**src/rtl/imem_loader_pkg.sv**
```systemverilog
// Shared definitions for the instruction-memory loader: default IM geometry and CPU run-state codes.
// The state codes are the values fetch decodes on curr_state.
package imem_loader_pkg;

  localparam int IM_ADDR_W = 8;
  localparam int IM_DATA_W = 32;
  localparam int IM_DEPTH  = 256;

  typedef enum logic [1:0] {
    ST_IDLE = 2'b00,
    ST_RUN  = 2'b01,
    ST_LOAD = 2'b10,
    ST_ERR  = 2'b11
  } state_t;

endpackage

```
**src/rtl/imem_loader_checksum.sv**
```systemverilog
// imem_checksum: 32-bit running sum (mod 2^32) of words written to IM, with clear and compare.
// Only instantiated when IMEM_CHECKSUM_EN is defined.
module imem_checksum
  import imem_loader_pkg::*;
#(
  parameter int DATA_W = IM_DATA_W
) (
  input  logic              clk,
  input  logic              rst,
  input  logic              clr,
  input  logic              add,
  input  logic [DATA_W-1:0] data,
  input  logic [DATA_W-1:0] expected,
  output logic              match
);

  logic [DATA_W-1:0] sum_reg;

  always_ff @(posedge clk or posedge rst) begin
    if (rst) begin
      sum_reg <= '0;
    end else if (clr) begin
      sum_reg <= '0;
    end else if (add) begin
      sum_reg <= sum_reg + data;
    end
  end

  assign match = (sum_reg == expected);

endmodule

```
**src/rtl/imem_loader.sv**
```systemverilog
// imem_loader: streams a host program into instruction memory over valid/ready, then releases the CPU (RUN).
// Optional feature macro: IMEM_CHECKSUM_EN (trailing checksum beat verified before RUN).
module imem_loader
  import imem_loader_pkg::*;
#(
  parameter int ADDR_W = IM_ADDR_W,
  parameter int DATA_W = IM_DATA_W,
  parameter int DEPTH  = IM_DEPTH
) (
  input  logic              clk,
  input  logic              rst,
  input  logic              start_load,
  input  logic              host_valid,
  output logic              host_ready,
  input  logic [DATA_W-1:0] host_data,
  input  logic              host_last,
  output logic              im_wea,
  output logic [ADDR_W-1:0] im_addr,
  output logic [DATA_W-1:0] im_din,
  output logic [1:0]        curr_state,
  output logic [ADDR_W:0]   word_count,
  output logic              load_err
);

  state_t            state_reg, state_next;
  logic [ADDR_W-1:0] ptr_reg, ptr_next;
  logic [ADDR_W:0]   count_reg, count_next;
  logic              wea_reg, wea_next;
  logic [ADDR_W-1:0] addr_reg, addr_next;
  logic [DATA_W-1:0] din_reg, din_next;
  logic              err_reg, err_next;
  logic              accept;

`ifdef IMEM_CHECKSUM_EN
  logic cks_phase_reg, cks_phase_next;
  logic sum_clr, sum_add, sum_match;

  imem_checksum #(.DATA_W(DATA_W)) u_checksum (
    .clk      (clk),
    .rst      (rst),
    .clr      (sum_clr),
    .add      (sum_add),
    .data     (host_data),
    .expected (host_data),
    .match    (sum_match)
  );

  always_ff @(posedge clk or posedge rst) begin
    if (rst) cks_phase_reg <= 1'b0;
    else     cks_phase_reg <= cks_phase_next;
  end
`endif

  assign host_ready = (state_reg == ST_LOAD);
  assign accept     = host_valid & host_ready;

  always_ff @(posedge clk or posedge rst) begin
    if (rst) begin
      state_reg <= ST_IDLE;
      ptr_reg   <= '0;
      count_reg <= '0;
      wea_reg   <= 1'b0;
      addr_reg  <= '0;
      din_reg   <= '0;
      err_reg   <= 1'b0;
    end else begin
      state_reg <= state_next;
      ptr_reg   <= ptr_next;
      count_reg <= count_next;
      wea_reg   <= wea_next;
      addr_reg  <= addr_next;
      din_reg   <= din_next;
      err_reg   <= err_next;
    end
  end

  always_comb begin
    state_next = state_reg;
    ptr_next   = ptr_reg;
    count_next = count_reg;
    wea_next   = 1'b0;
    addr_next  = addr_reg;
    din_next   = din_reg;
    err_next   = err_reg;
`ifdef IMEM_CHECKSUM_EN
    cks_phase_next = cks_phase_reg;
    sum_clr        = 1'b0;
    sum_add        = 1'b0;
`endif
    case (state_reg)
      ST_LOAD: begin
        // start_load is deliberately not decoded here: a reload can't restart mid-stream.
        if (accept) begin
`ifdef IMEM_CHECKSUM_EN
          if (cks_phase_reg) begin
            cks_phase_next = 1'b0;
            state_next     = sum_match ? ST_RUN : ST_ERR;
            err_next       = ~sum_match;
          end else begin
`endif
            wea_next  = 1'b1;
            addr_next = ptr_reg;
            din_next  = host_data;
            ptr_next  = ptr_reg + 1'b1;
            if (count_reg != (ADDR_W+1)'(DEPTH)) count_next = count_reg + 1'b1;
`ifdef IMEM_CHECKSUM_EN
            sum_add = 1'b1;
            if (host_last) begin
              cks_phase_next = 1'b1;
            end else if (ptr_reg == ADDR_W'(DEPTH - 1)) begin
              state_next = ST_ERR;
              err_next   = 1'b1;
            end
          end
`else
            if (host_last) begin
              state_next = ST_RUN;
            end else if (ptr_reg == ADDR_W'(DEPTH - 1)) begin
              state_next = ST_ERR;
              err_next   = 1'b1;
            end
`endif
        end
      end
      default: begin
        // IDLE, RUN and ERR all restart a fresh load from address 0.
        if (start_load) begin
          state_next = ST_LOAD;
          ptr_next   = '0;
          count_next = '0;
          err_next   = 1'b0;
`ifdef IMEM_CHECKSUM_EN
          cks_phase_next = 1'b0;
          sum_clr        = 1'b1;
`endif
        end
      end
    endcase
  end

  assign im_wea     = wea_reg;
  assign im_addr    = addr_reg;
  assign im_din     = din_reg;
  assign curr_state = state_reg;
  assign word_count = count_reg;
  assign load_err   = err_reg;

endmodule

```
**config.mk**
```make
export PLATFORM = sky130hd
export DESIGN_NAME = imem_loader
export DESIGN_NICKNAME = d
export VERILOG_FILES = /design/src/rtl/imem_loader_pkg.sv /design/src/rtl/imem_loader_checksum.sv /design/src/rtl/imem_loader.sv
export SDC_FILE = /design/constraint.sdc
export NUM_CORES = 1
export LEC_CHECK = 0
export ABC_AREA = 1
export BUFFER_PORTS_ARGS = -buffer_cell sky130_fd_sc_hd__clkbuf_2
export CORE_MARGIN = 10
export CORE_UTILIZATION = 54
export CTS_CLUSTER_DIAMETER = 50
export DETAILED_ROUTE_END_ITERATION = 8
export GPL_ROUTABILITY_DRIVEN = 0
export HOLD_SLACK_MARGIN = 0.15
export PLACE_DENSITY = 0.81
export SLEW_MARGIN = 40
export SYNTH_ARGS = -nofsm -noshare
export SYNTH_HDL_FRONTEND = slang
export SYNTH_SLANG_ARGS = --single-unit
```
**constraint.sdc**
```tcl
create_clock -name clk -period 5.86 [get_ports clk]
set_input_delay 1.172 -clock clk [delete_from_list [all_inputs] [get_ports clk]]
set_output_delay 1.172 -clock clk [all_outputs]
set_load 0.02 [all_outputs]
```
==> results.json, run 1 <==
{
  "cp_max_fo": 7,
  "wirelength_um": 6676,
  "initial_core_util": 0.5678,
  "yosys.area_share.simple": 0.3412,
  "crit_slowest_cell": "dfrtp_1",
  "ioPinCount": 91,
  "cts_tree": "done",
  "port_buffers": 90,
  "rows": 25,
  "via_per_inst": 4.893,
  "max_stage_delay_ns": 0.42,
  "holdBufCountCts": 0,
  "clock_skew_ns": 0.008384,
  "htree_levels": 3,
  "area_growth_pct": 24.68,
  "synth-compound-area-share": 0.03085,
  "status": "completed",
  "yosys_warnings": 0,
  "synth_xor_area_frac": 0.003223,
  "rsz0062_at_grt": "no",
  "worstSkewPairLatency_ns": 0.34,
  "end_kind": "output port",
  "syn_inst": 339,
  "fmax_ghz": 0.4218,
  "fin_area_um2": 3388,
  "post_cts_resized": 0,
  "period_needed_ns": 2.371,
  "dieArea_um2": 8270,
  "p_sw_uw": 704.9,
  "core-area_um2": 4786,
  "post-cts-setup-buffer-count": 0,
  "antenna_left": 0,
  "synth_top_family_by_area": "simple AND/OR/NAND/NOR gates",
  "post_drt_wl_per_cell_um": 13.27,
  "synth.net_count": 379,
  "hold_path_class": "flip-flop to flip-flop",
  "post-place-ws_ns": 3.170,
  "path_cells": "nor2_4, clkbuf_2",
  "drv_slew": 0,
  "crit_required_ns": 4.69,
  "grt_first_pass_wirelength_um": 11510,
  "p_sw_frac": 0.4279,
  "period_share": 0.4046,
  "max_cap_violations": 0,
  "synthMuxAreaShare": 0,
  "finalHoldViolCount": 0,
  "clk_pin_slew_ns": 0.07,
  "p_int_uw": 942.5,
  "power_leakage_nw": 1.896,
  "fin_tns_setup_ns": 0,
  "drtIter0Drc": 107,
  "p_per_area_nw_per_um2": 486.2,
  "synthAdderAreaFrac": 0.01381,
  "final_cells": 503,
  "post-route-util": 0.7080,
  "setup_ws_ns": 3.489,
  "postPlaceCellArea_um2": 3186,
  "grt_usage": 0.1672,
  "num_antenna_cells": 0,
  "dp.cells": 487,
  "regToRegSetupSlack_ns": 3.78,
  "slew-limit-headroom": 0.5919,
  "final.fill_count": 366,
  "cts-root-buf": "clkbuf_8",
  "ys_seq_area_frac": 0.5617,
  "largest_register_ff_count": 32,
  "ff_latch_area_um2": 1526,
  "syn_area_um2": 2718,
  "worst_ir_drop_vdd_mv": 0.3339,
  "clkPwrFrac": 0.226,
  "crit_type": "flip-flop to output port",
  "via_count": 2461,
  "setup_viol": 0,
  "syn_area_per_cell_um2": 8.017,
  "die_y_um": 90.94,
  "ys_types": 24,
  "grt_max_degree": 62,
  "comb_power_share": 0.385,
  "drc": 0,
  "grt_pass1_vias": 2501,
  "globalRouteOverflowTotal": 0,
  "start_kind": "flip-flop",
  "multi_input_area_um2": 1057,
  "cp.arrival_ns": 1.20,
  "layout.nets": 471,
  "cts_sinks": 61,
  "synth-seq-cells": 61,
  "drive_above_1_share": 0.2683,
  "drt-pass1-iter-count": 4,
  "dp_hpwl_um": 4799,
  "worst_pin_slew_ns": 0.6112,
  "cts_buffer_depth": 2,
  "cts_made_buffers": 9,
  "p_seq_frac": 0.389,
  "antenna_found_initial": 0,
  "fp.dieW_um": 90.94
}
==> critical path, delay by kind of cell (launching register included) <==
kind                   cells  cell delay (ns)
flip-flops                 1             0.42
AND/OR/NAND/NOR            1             0.23
buffers and inverters      1             0.21
==> per-layer routing <==
metal  vias up  routed length, um  track usage
met4         0                129      0.07441
li1       1219                  -            -
met3        11                482      0.06173
met1      1153               2944       0.1917
met2        78               3120       0.2739
met5         -                  0            0
==> path summary, 6_finish.rpt <==
check,from,to,depth (start not counted)
setup / recovery,curr_state[0],host_ready,2
hold / removal,im_din[10],im_din[10],2
setup reg to reg,curr_state[0],ptr_reg[6],6
hold reg to reg,im_din[10],im_din[10],2
min in group asynchronous,rst,im_din[10],3
max in group asynchronous,rst,curr_state[1],3
==> synth_stat cells <==
| library cell | n | area, um^2 |
|---|---|---|
| o21bai_1 | 1 | 7.510 |
| a21oi_1 | 2 | 10.01 |
| a21boi_1 | 1 | 7.510 |
| nor2_4 | 1 | 11.26 |
| dfrtp_1 | 61 | 1526 |
| nand2_1 | 182 | 683.2 |
| o21ai_1 | 1 | 5.000 |
| nand3_1 | 10 | 50.05 |
| o21ai_0 | 9 | 45.04 |
| inv_1 | 14 | 52.55 |
| buf_6 | 4 | 45.04 |
| o21ai_2 | 1 | 8.760 |
| nor3b_1 | 1 | 7.510 |
| xor2_1 | 1 | 8.760 |
| nor2_1 | 30 | 112.6 |
| ha_1 | 3 | 37.54 |
| nand2_4 | 1 | 11.26 |
| buf_2 | 5 | 25.02 |
| nand4_1 | 3 | 18.77 |
| nand3b_1 | 1 | 7.510 |
| inv_2 | 2 | 7.510 |
| nand2_2 | 2 | 12.51 |
| nor2_2 | 2 | 12.51 |
| clkbuf_1 | 1 | 3.750 |
==> per-stage QoR <==
stage / total power [mW] / hold slack, ns
after global placement: 1.272 / 0.4606
after detailed placement: 1.291 / 0.4648
after CTS: 1.667 / 0.4853
after global routing: 1.767 / 0.5084
after floorplan: 1.081 / 0.4933
final: 1.647 / 0.4823
==> area by class of cell <==
class | instances | share of cell area
clock inverter | 7 | 0.02216
tap | 67 | 0.02474
timing repair buffer | 91 | 0.1363
multi-input combinational | 252 | 0.3120
inverter | 16 | 0.01773
sequential | 61 | 0.4505
clock buffer | 9 | 0.03656
==> cells by family after synthesis <==
| group | after synthesis |
|---|---|
| AND/OR/NAND/NOR | 233 |
| flip-flops | 61 |
| buffers and inverters | 26 |
| AO/OA/AOI/OAI | 15 |
| adder cells (fa/ha/maj) | 3 |
| XOR/XNOR | 1 |
==> power groups by stage <==
stage	Clock [mW]	Sequential [mW]	Combinational, mW
6_report	0.372	0.641	0.634
2_1_floorplan	0	0.798	0.283
3_5_place_dp	0	0.648	0.643
4_1_cts	0.380	0.641	0.647
5_1_grt	0.400	0.659	0.708
3_3_place_gp	0	0.642	0.630
==> cells in the final DEF, fill, tap and decap left out, drive strengths merged <==
| cell | synthesis | final |
|---|---|---|
| a21oi | 2 | 2 |
| clkbuf | 1 | 99 |
| clkinvlp | 0 | 3 |
| nand3 | 10 | 10 |
| inv | 16 | 17 |
| nand4 | 3 | 3 |
| o21ai | 11 | 11 |
| dfrtp | 61 | 61 |
| buf | 9 | 1 |
| nand2 | 185 | 185 |
| nor2 | 33 | 33 |
| xor2 | 1 | 1 |
| a21boi | 1 | 1 |
| bufinv | 0 | 1 |
| clkinv | 0 | 2 |
| nor3b | 1 | 1 |
| ha | 3 | 3 |
| nand3b | 1 | 1 |
| o21bai | 1 | 1 |
(Power assumes the default switching activity.)
==> inputs of run 2 (changes only) <==
--- a/config.mk
+++ b/config.mk
@@ -5,15 +5,15 @@
 export SDC_FILE = /design/constraint.sdc
 export NUM_CORES = 1
 export LEC_CHECK = 0
-export ABC_AREA = 1
+export ABC_AREA = 0
 export BUFFER_PORTS_ARGS = -buffer_cell sky130_fd_sc_hd__clkbuf_2
 export CORE_MARGIN = 10
-export CORE_UTILIZATION = 54
+export CORE_UTILIZATION = 44
 export CTS_CLUSTER_DIAMETER = 50
 export DETAILED_ROUTE_END_ITERATION = 8
 export GPL_ROUTABILITY_DRIVEN = 0
 export HOLD_SLACK_MARGIN = 0.15
-export PLACE_DENSITY = 0.81
+export PLACE_DENSITY = 0.71
 export SLEW_MARGIN = 40
 export SYNTH_ARGS = -nofsm -noshare
 export SYNTH_HDL_FRONTEND = slang
==> constraint.sdc (replaced) <==
create_clock -name clk -period 1.9 [get_ports clk]
set_input_delay 0.38 -clock clk [delete_from_list [all_inputs] [get_ports clk]]
set_output_delay 0.38 -clock clk [all_outputs]
set_load 0.02 [all_outputs]
==> run 2 against run 1 <==
Compared with the run above:
- combinational power up 94%
- cell count down 8.3%
- largest power group unchanged
- core utilization down 11 points
- synthesized cell count down 17%
- routed wire length down 5.8%
- global-route usage down 3.2 points
- largest cell class unchanged
- non-clock buffer count up 14
- die area up 13%
- count of clock-buffer cells in the layout up 3
- highest routed layer unchanged
- via count down 10%
- critical path depth up 3
==> results.json, run 2 <==
{
  "status": "completed",
  "holdBufCountCts": 1,
  "ys_seq_area_frac": 0.5905,
  "globalRouteOverflowTotal": 0,
  "post-cts-setup-buffer-count": 0,
  "drive_above_1_share": 0.3188,
  "ff_latch_area_um2": 1526,
  "p_sw_mw": 1.463,
  "postPlaceCellArea_um2": 3164,
  "worst_pin_slew_ns": 0.4086,
  "port_buffers": 90,
  "power_leakage_nw": 1.860,
  "hold_path_class": "input port to flip-flop",
  "yosys_warnings": 0,
  "synth.net_count": 321,
  "drv_slew": 0,
  "total_power_mw": 4.131,
  "dp_hpwl_um": 4758,
  "fp.dieW_um": 96.65,
  "period_share": 0.9380,
  "worst_ir_drop_vdd_mv": 0.5988,
  "start_kind": "flip-flop",
  "holdWs_ns": 0.2333,
  "final_common_cell": "nand2_1",
  "mostFrequentLayoutCells": "nand2_1, clkbuf_2, dfrtp_1",
  "cts_made_buffers": 9,
  "end_kind": "flip-flop",
  "htree_levels": 3,
  "clock_skew_ns": 0.007775,
  "synthArstFlopShare": 1.000,
  "grt_max_degree": 62,
  "yosys.area.top_type_share": 0.5905,
  "fin_area_um2": 3374,
  "synth-seq-cells": 61,
  "setup_viol": 0,
  "area_growth_pct": 30.54,
  "post-route-util": 0.6017,
  "drt-pass1-iter-count": 6,
  "via_per_inst": 4.803,
  "worstSkewPairLatency_ns": 0.33,
  "max_stage_delay_ns": 0.55,
  "grt_first_pass_wirelength_um": 10710,
  "p_seq_frac": 0.423,
  "largest_register_ff_count": 32,
  "synth_top_cells_by_count": "nand2_1, dfrtp_1, nand3_1",
  "antenna_left": 0,
  "cp.arrival_ns": 2.00,
  "p_int_mw": 2.668,
  "synthFlopType": "dfrtp_1",
  "comb_power_share": 0.298,
  "grt_usage": 0.1357,
  "initial_core_util": 0.4610,
  "drc": 0,
  "post_drt_wl_per_cell_um": 13.64,
  "core-area_um2": 5608,
  "synth_most_common_cell": "nand2_1",
  "cts_buffer_depth": 2,
  "fmax_ghz": 0.5611,
  "rsz0062_at_grt": "no",
  "antenna_found_initial": 0,
  "ioPinCount": 91,
  "final.fill_count": 512,
  "crit_type": "flip-flop to flip-flop",
  "clk_pin_slew_ns": 0.07,
  "fin_tns_setup_ns": 0,
  "syn_area_um2": 2585,
  "via_count": 2214,
  "synth.area.top_cells": "dfrtp_1, nand2_1, nand3_1",
  "dieArea_um2": 9341,
  "drtIter0Drc": 82,
  "max_cap_violations": 0,
  "synth_top_area_cell": "dfrtp_1",
  "crit_slowest_cell": "or4_4",
  "clkPwrFrac": 0.279,
  "cp_max_fo": 5,
  "syn_area_per_cell_um2": 9.199,
  "cts_sinks": 61,
  "post_cts_resized": 0,
  "path_cells": "or4_4, o41ai_4, buf_4, a21oi_1, a31o_1",
  "rows": 27,
  "slew-limit-headroom": 0.7273,
  "multi_input_area_um2": 949.7,
  "wirelength_um": 6286,
  "synth-edff-count": 0,
  "ys_types": 28,
  "grt_pass1_vias": 2300,
  "finalHoldViolCount": 0,
  "p_sw_frac": 0.3542,
  "cts_tree": "done",
  "syn_inst": 281,
  "layout.nets": 425,
  "num_antenna_cells": 0,
  "crit_required_ns": 2.12,
  "die_y_um": 96.65,
  "cts-root-buf": "clkbuf_8",
  "p_per_area_nw_per_um2": 1224,
  "period_needed_ns": 1.782
}
run 2: cell count changes after synthesis, moves of 6 or more:
cell      delta
nor2_1      -21
nand2_1     -51
inv_1        -6
clkbuf_1     +8
run 2: power by group through the flow:
stage / combinational, mW / sequential [mW] / clock [mW]
6_report: 1.23 / 1.75 / 1.15
5_1_grt: 1.37 / 1.79 / 1.23
4_1_cts: 1.26 / 1.75 / 1.18
3_5_place_dp: 1.26 / 1.77 / 0
3_3_place_gp: 1.23 / 1.76 / 0
2_1_floorplan: 0.453 / 2.08 / 0
run 2: final cells by class:
class / count / share of cell area
Clock buffer: 12 / 0.04598
Clock inverter: 3 / 0.01335
Inverter: 8 / 0.008899
Multi-Input combinational cell: 200 / 0.2814
Sequential cell: 61 / 0.4524
Tap cell: 72 / 0.02670
Timing Repair Buffer: 105 / 0.1713
run 2: worst max-delay path: cells and delay by family, from the launching register on:
family	cells	cell delay, ns
buf+inv	1	0.20
flops	1	0.38
compound gates	3	0.53
simple gates	1	0.55
run 2: path summary, 6_finish.rpt:
| check | startpoint | end | slack (ns) | depth (start not counted) |
|---|---|---|---|---|
| hold / removal | host_data[6] | im_din[6] | 0.23 | 3 |
| setup / recovery | word_count[2] | word_count[6] | 0.12 | 5 |
| max in group asynchronous | rst | load_err | 0.98 | 4 |
| min in group asynchronous | rst | ptr_reg[7] | 0.65 | 4 |
| setup reg to reg | word_count[2] | word_count[6] | 0.12 | 5 |
| hold reg to reg | im_din[3] | im_din[3] | 0.47 | 2 |
run 2: layer usage:
| metal | GRT usage | routed length [um] |
|---|---|---|
| met2 | 0.2188 | 3031 |
| met5 | 0 | 0 |
| met3 | 0.04968 | 385 |
| met4 | 0.06877 | 123 |
| met1 | 0.1542 | 2746 |
run 2: kinds of logic after synthesis:
| group | share of synthesized area |
|---|---|
| AO/OA/AOI/OAI | 0.05518 |
| AND/OR/NAND/NOR | 0.2672 |
| XOR/XNOR | 0.03049 |
| adder cells (fa/ha/maj) | 0.01452 |
| flip-flops | 0.5905 |
| buffers and inverters | 0.04211 |
run 2: metrics by stage:
| stage | setup slack, ns | cells |
|---|---|---|
| final | 0.1177 | 461 |
| after global routing | 0.04830 | 461 |
| after CTS | 0.1121 | 461 |
| after detailed placement | 0.1252 | 445 |
| after global placement | 0.1581 | 445 |
| after floorplan | 0.006955 | 281 |
==> inputs of run 3 (changes only) <==
--- a/config.mk
+++ b/config.mk
@@ -14,6 +14,7 @@
 export GPL_ROUTABILITY_DRIVEN = 0
 export HOLD_SLACK_MARGIN = 0.15
 export PLACE_DENSITY = 0.71
+export REMOVE_ABC_BUFFERS = 1
 export SLEW_MARGIN = 40
 export SYNTH_ARGS = -nofsm -noshare
 export SYNTH_HDL_FRONTEND = slang
==> run 3 against run 2 <==
Compared with the run above:
- clock skew rose by 0.0012 ns
- fmax fell by 0.70%
- die area stayed put
- sequential share of layout area increased by 0.34 points
- sequential cell count is the same
- first-iteration DRC count grew 9.8%
- power decreased by 5.2%
- via count decreased by 1.9%
- non-clock buffer count shrank 2
==> results.json, run 3 (synthesis gave the netlist of run 2 again) <==
{
  "wirelength_um": 6406,
  "finalHoldViolCount": 0,
  "crit_required_ns": 2.15,
  "drive_above_1_share": 0.3187,
  "grt_max_degree": 54,
  "globalRouteOverflowTotal": 0,
  "end_kind": "flip-flop",
  "post-route-util": 0.5973,
  "gr-usage-met3": 0.06388,
  "drt-pass1-iter-count": 4,
  "regToRegSetupSlack_ns": 0.11,
  "p_per_area_nw_per_um2": 1169,
  "top_usage_layer": "met2",
  "grt_usage": 0.1373,
  "max_cap_violations": 0,
  "fmax_ghz": 0.5571,
  "grt_first_pass_wirelength_um": 10700,
  "mostFrequentLayoutCells": "nand2_1, clkbuf_2, dfrtp_1",
  "dp.cells": 441,
  "ioPinCount": 91,
  "post-place-ws_ns": 0.1377,
  "slew-limit-headroom": 0.7081,
  "path_depth": 6,
  "period_share": 0.9447,
  "setup_ws_ns": 0.1051,
  "period_needed_ns": 1.795,
  "critPathTopFamily": "simple AND/OR/NAND/NOR gates",
  "fin_tns_setup_ns": 0,
  "path_cells": "or4_4, o41ai_4, buf_4, buf_6, nand3_2, o21ai_1",
  "die_y_um": 96.65,
  "core-area_um2": 5608,
  "num_antenna_cells": 0,
  "initial_core_util": 0.4610,
  "rows": 27,
  "grt_pass1_vias": 2216,
  "worstSkewPairLatency_ns": 0.33,
  "holdWs_ns": 0.2388,
  "largest_register_ff_count": 32,
  "layout.nets": 423,
  "crit_type": "flip-flop to flip-flop",
  "port_buffers": 90,
  "final.fill_count": 512,
  "via_per_inst": 4.745,
  "cts_tree": "done",
  "status": "completed",
  "grt_use_met2": 0.2127,
  "power_leakage_nw": 1.850,
  "cts_sinks": 61,
  "clk_pin_slew_ns": 0.07,
  "dp_hpwl_um": 4610,
  "post_drt_wl_per_cell_um": 13.99,
  "worst-r2r-cell-count": 6,
  "max_stage_delay_ns": 0.55,
  "start_kind": "flip-flop",
  "via_count": 2173,
  "antenna_left": 0,
  "setup_viol": 0,
  "crit_buf_inv": 2,
  "crit_slowest_cell": "or4_4",
  "fp.dieW_um": 96.65,
  "use_met1": 0.1621,
  "antenna_found_initial": 0,
  "drc": 0,
  "hold_path_class": "input port to flip-flop",
  "clock_skew_ns": 0.008980,
  "drtIter0Drc": 90,
  "cts_made_buffers": 9,
  "worst_ir_drop_vdd_mv": 0.6573,
  "cp_max_fo": 7,
  "hold_depth": 3,
  "dieArea_um2": 9341,
  "final_common_cell": "nand2_1",
  "final_cells": 458,
  "cts_buffer_depth": 2,
  "cp.arrival_ns": 2.04,
  "htree_levels": 3,
  "cts-root-buf": "clkbuf_8",
  "worst_pin_slew_ns": 0.4369,
  "area_growth_pct": 29.57,
  "rsz0062_at_grt": "no",
  "drv_slew": 0
}
-- run 3: changes by cell type in the layout (fill, tap and decap cells not counted), sizes merged --
cell      change
clkinv        +3
bufinv        -1
buf           -2
clkinvlp      -2
clkbuf        -1
-- run 3: final cells by class --
class	instances	area [um^2]	share of cell area
clock buffer	11	131.4	0.03922
clock inverter	3	15.01	0.004483
inverter	8	30.03	0.008965
multi-input combinational	200	964.7	0.2880
sequential	61	1526	0.4557
tap	72	90.09	0.02690
timing repair buffer	103	591.8	0.1767
-- run 3: path summary, 6_finish.rpt --
path,start,end
max,word_count[4],word_count[1]
min,host_data[22],im_din[22]
max reg2reg,word_count[4],word_count[1]
min reg2reg,im_din[0],im_din[0]
max in group asynchronous,rst,im_wea
min in group asynchronous,rst,im_din[12]
-- run 3: routing by layer --
metal	vias to the layer above	wire length, um
met2	69	2981
met1	995	2820
met4	0	87
met3	9	517
li1	1100	-
met5	-	0
-- run 3: report_power, final --
part           leakage, nW  internal, mW  total, mW  switching [mW]
Clock               0.0788         0.452      0.914           0.462
Combinational        0.985         0.431       1.24           0.806
Sequential           0.786          1.57       1.77           0.194
-- run 3: through the flow --
stage	area (um^2)	power, mW
after global routing	3349	4.185
after global placement	3159	2.977
final	3349	3.917
after floorplan	2506	2.492
after detailed placement	3159	3.016
after CTS	3316	3.955
-- run 3: worst register-to-register path: cells and delay by family, from the launching register on --
kind	cells	cell delay, ns
compound gates	2	0.40
buf+inv	2	0.32
flops	1	0.38
simple gates	2	0.62
-- run 3: timing repair --
action	CTS	global route
buffers inserted	0	2
hold buffers	1	0
endpoints found under the setup margin	0	1
hold endpoints to repair	17	0
gates resized for setup	0	7
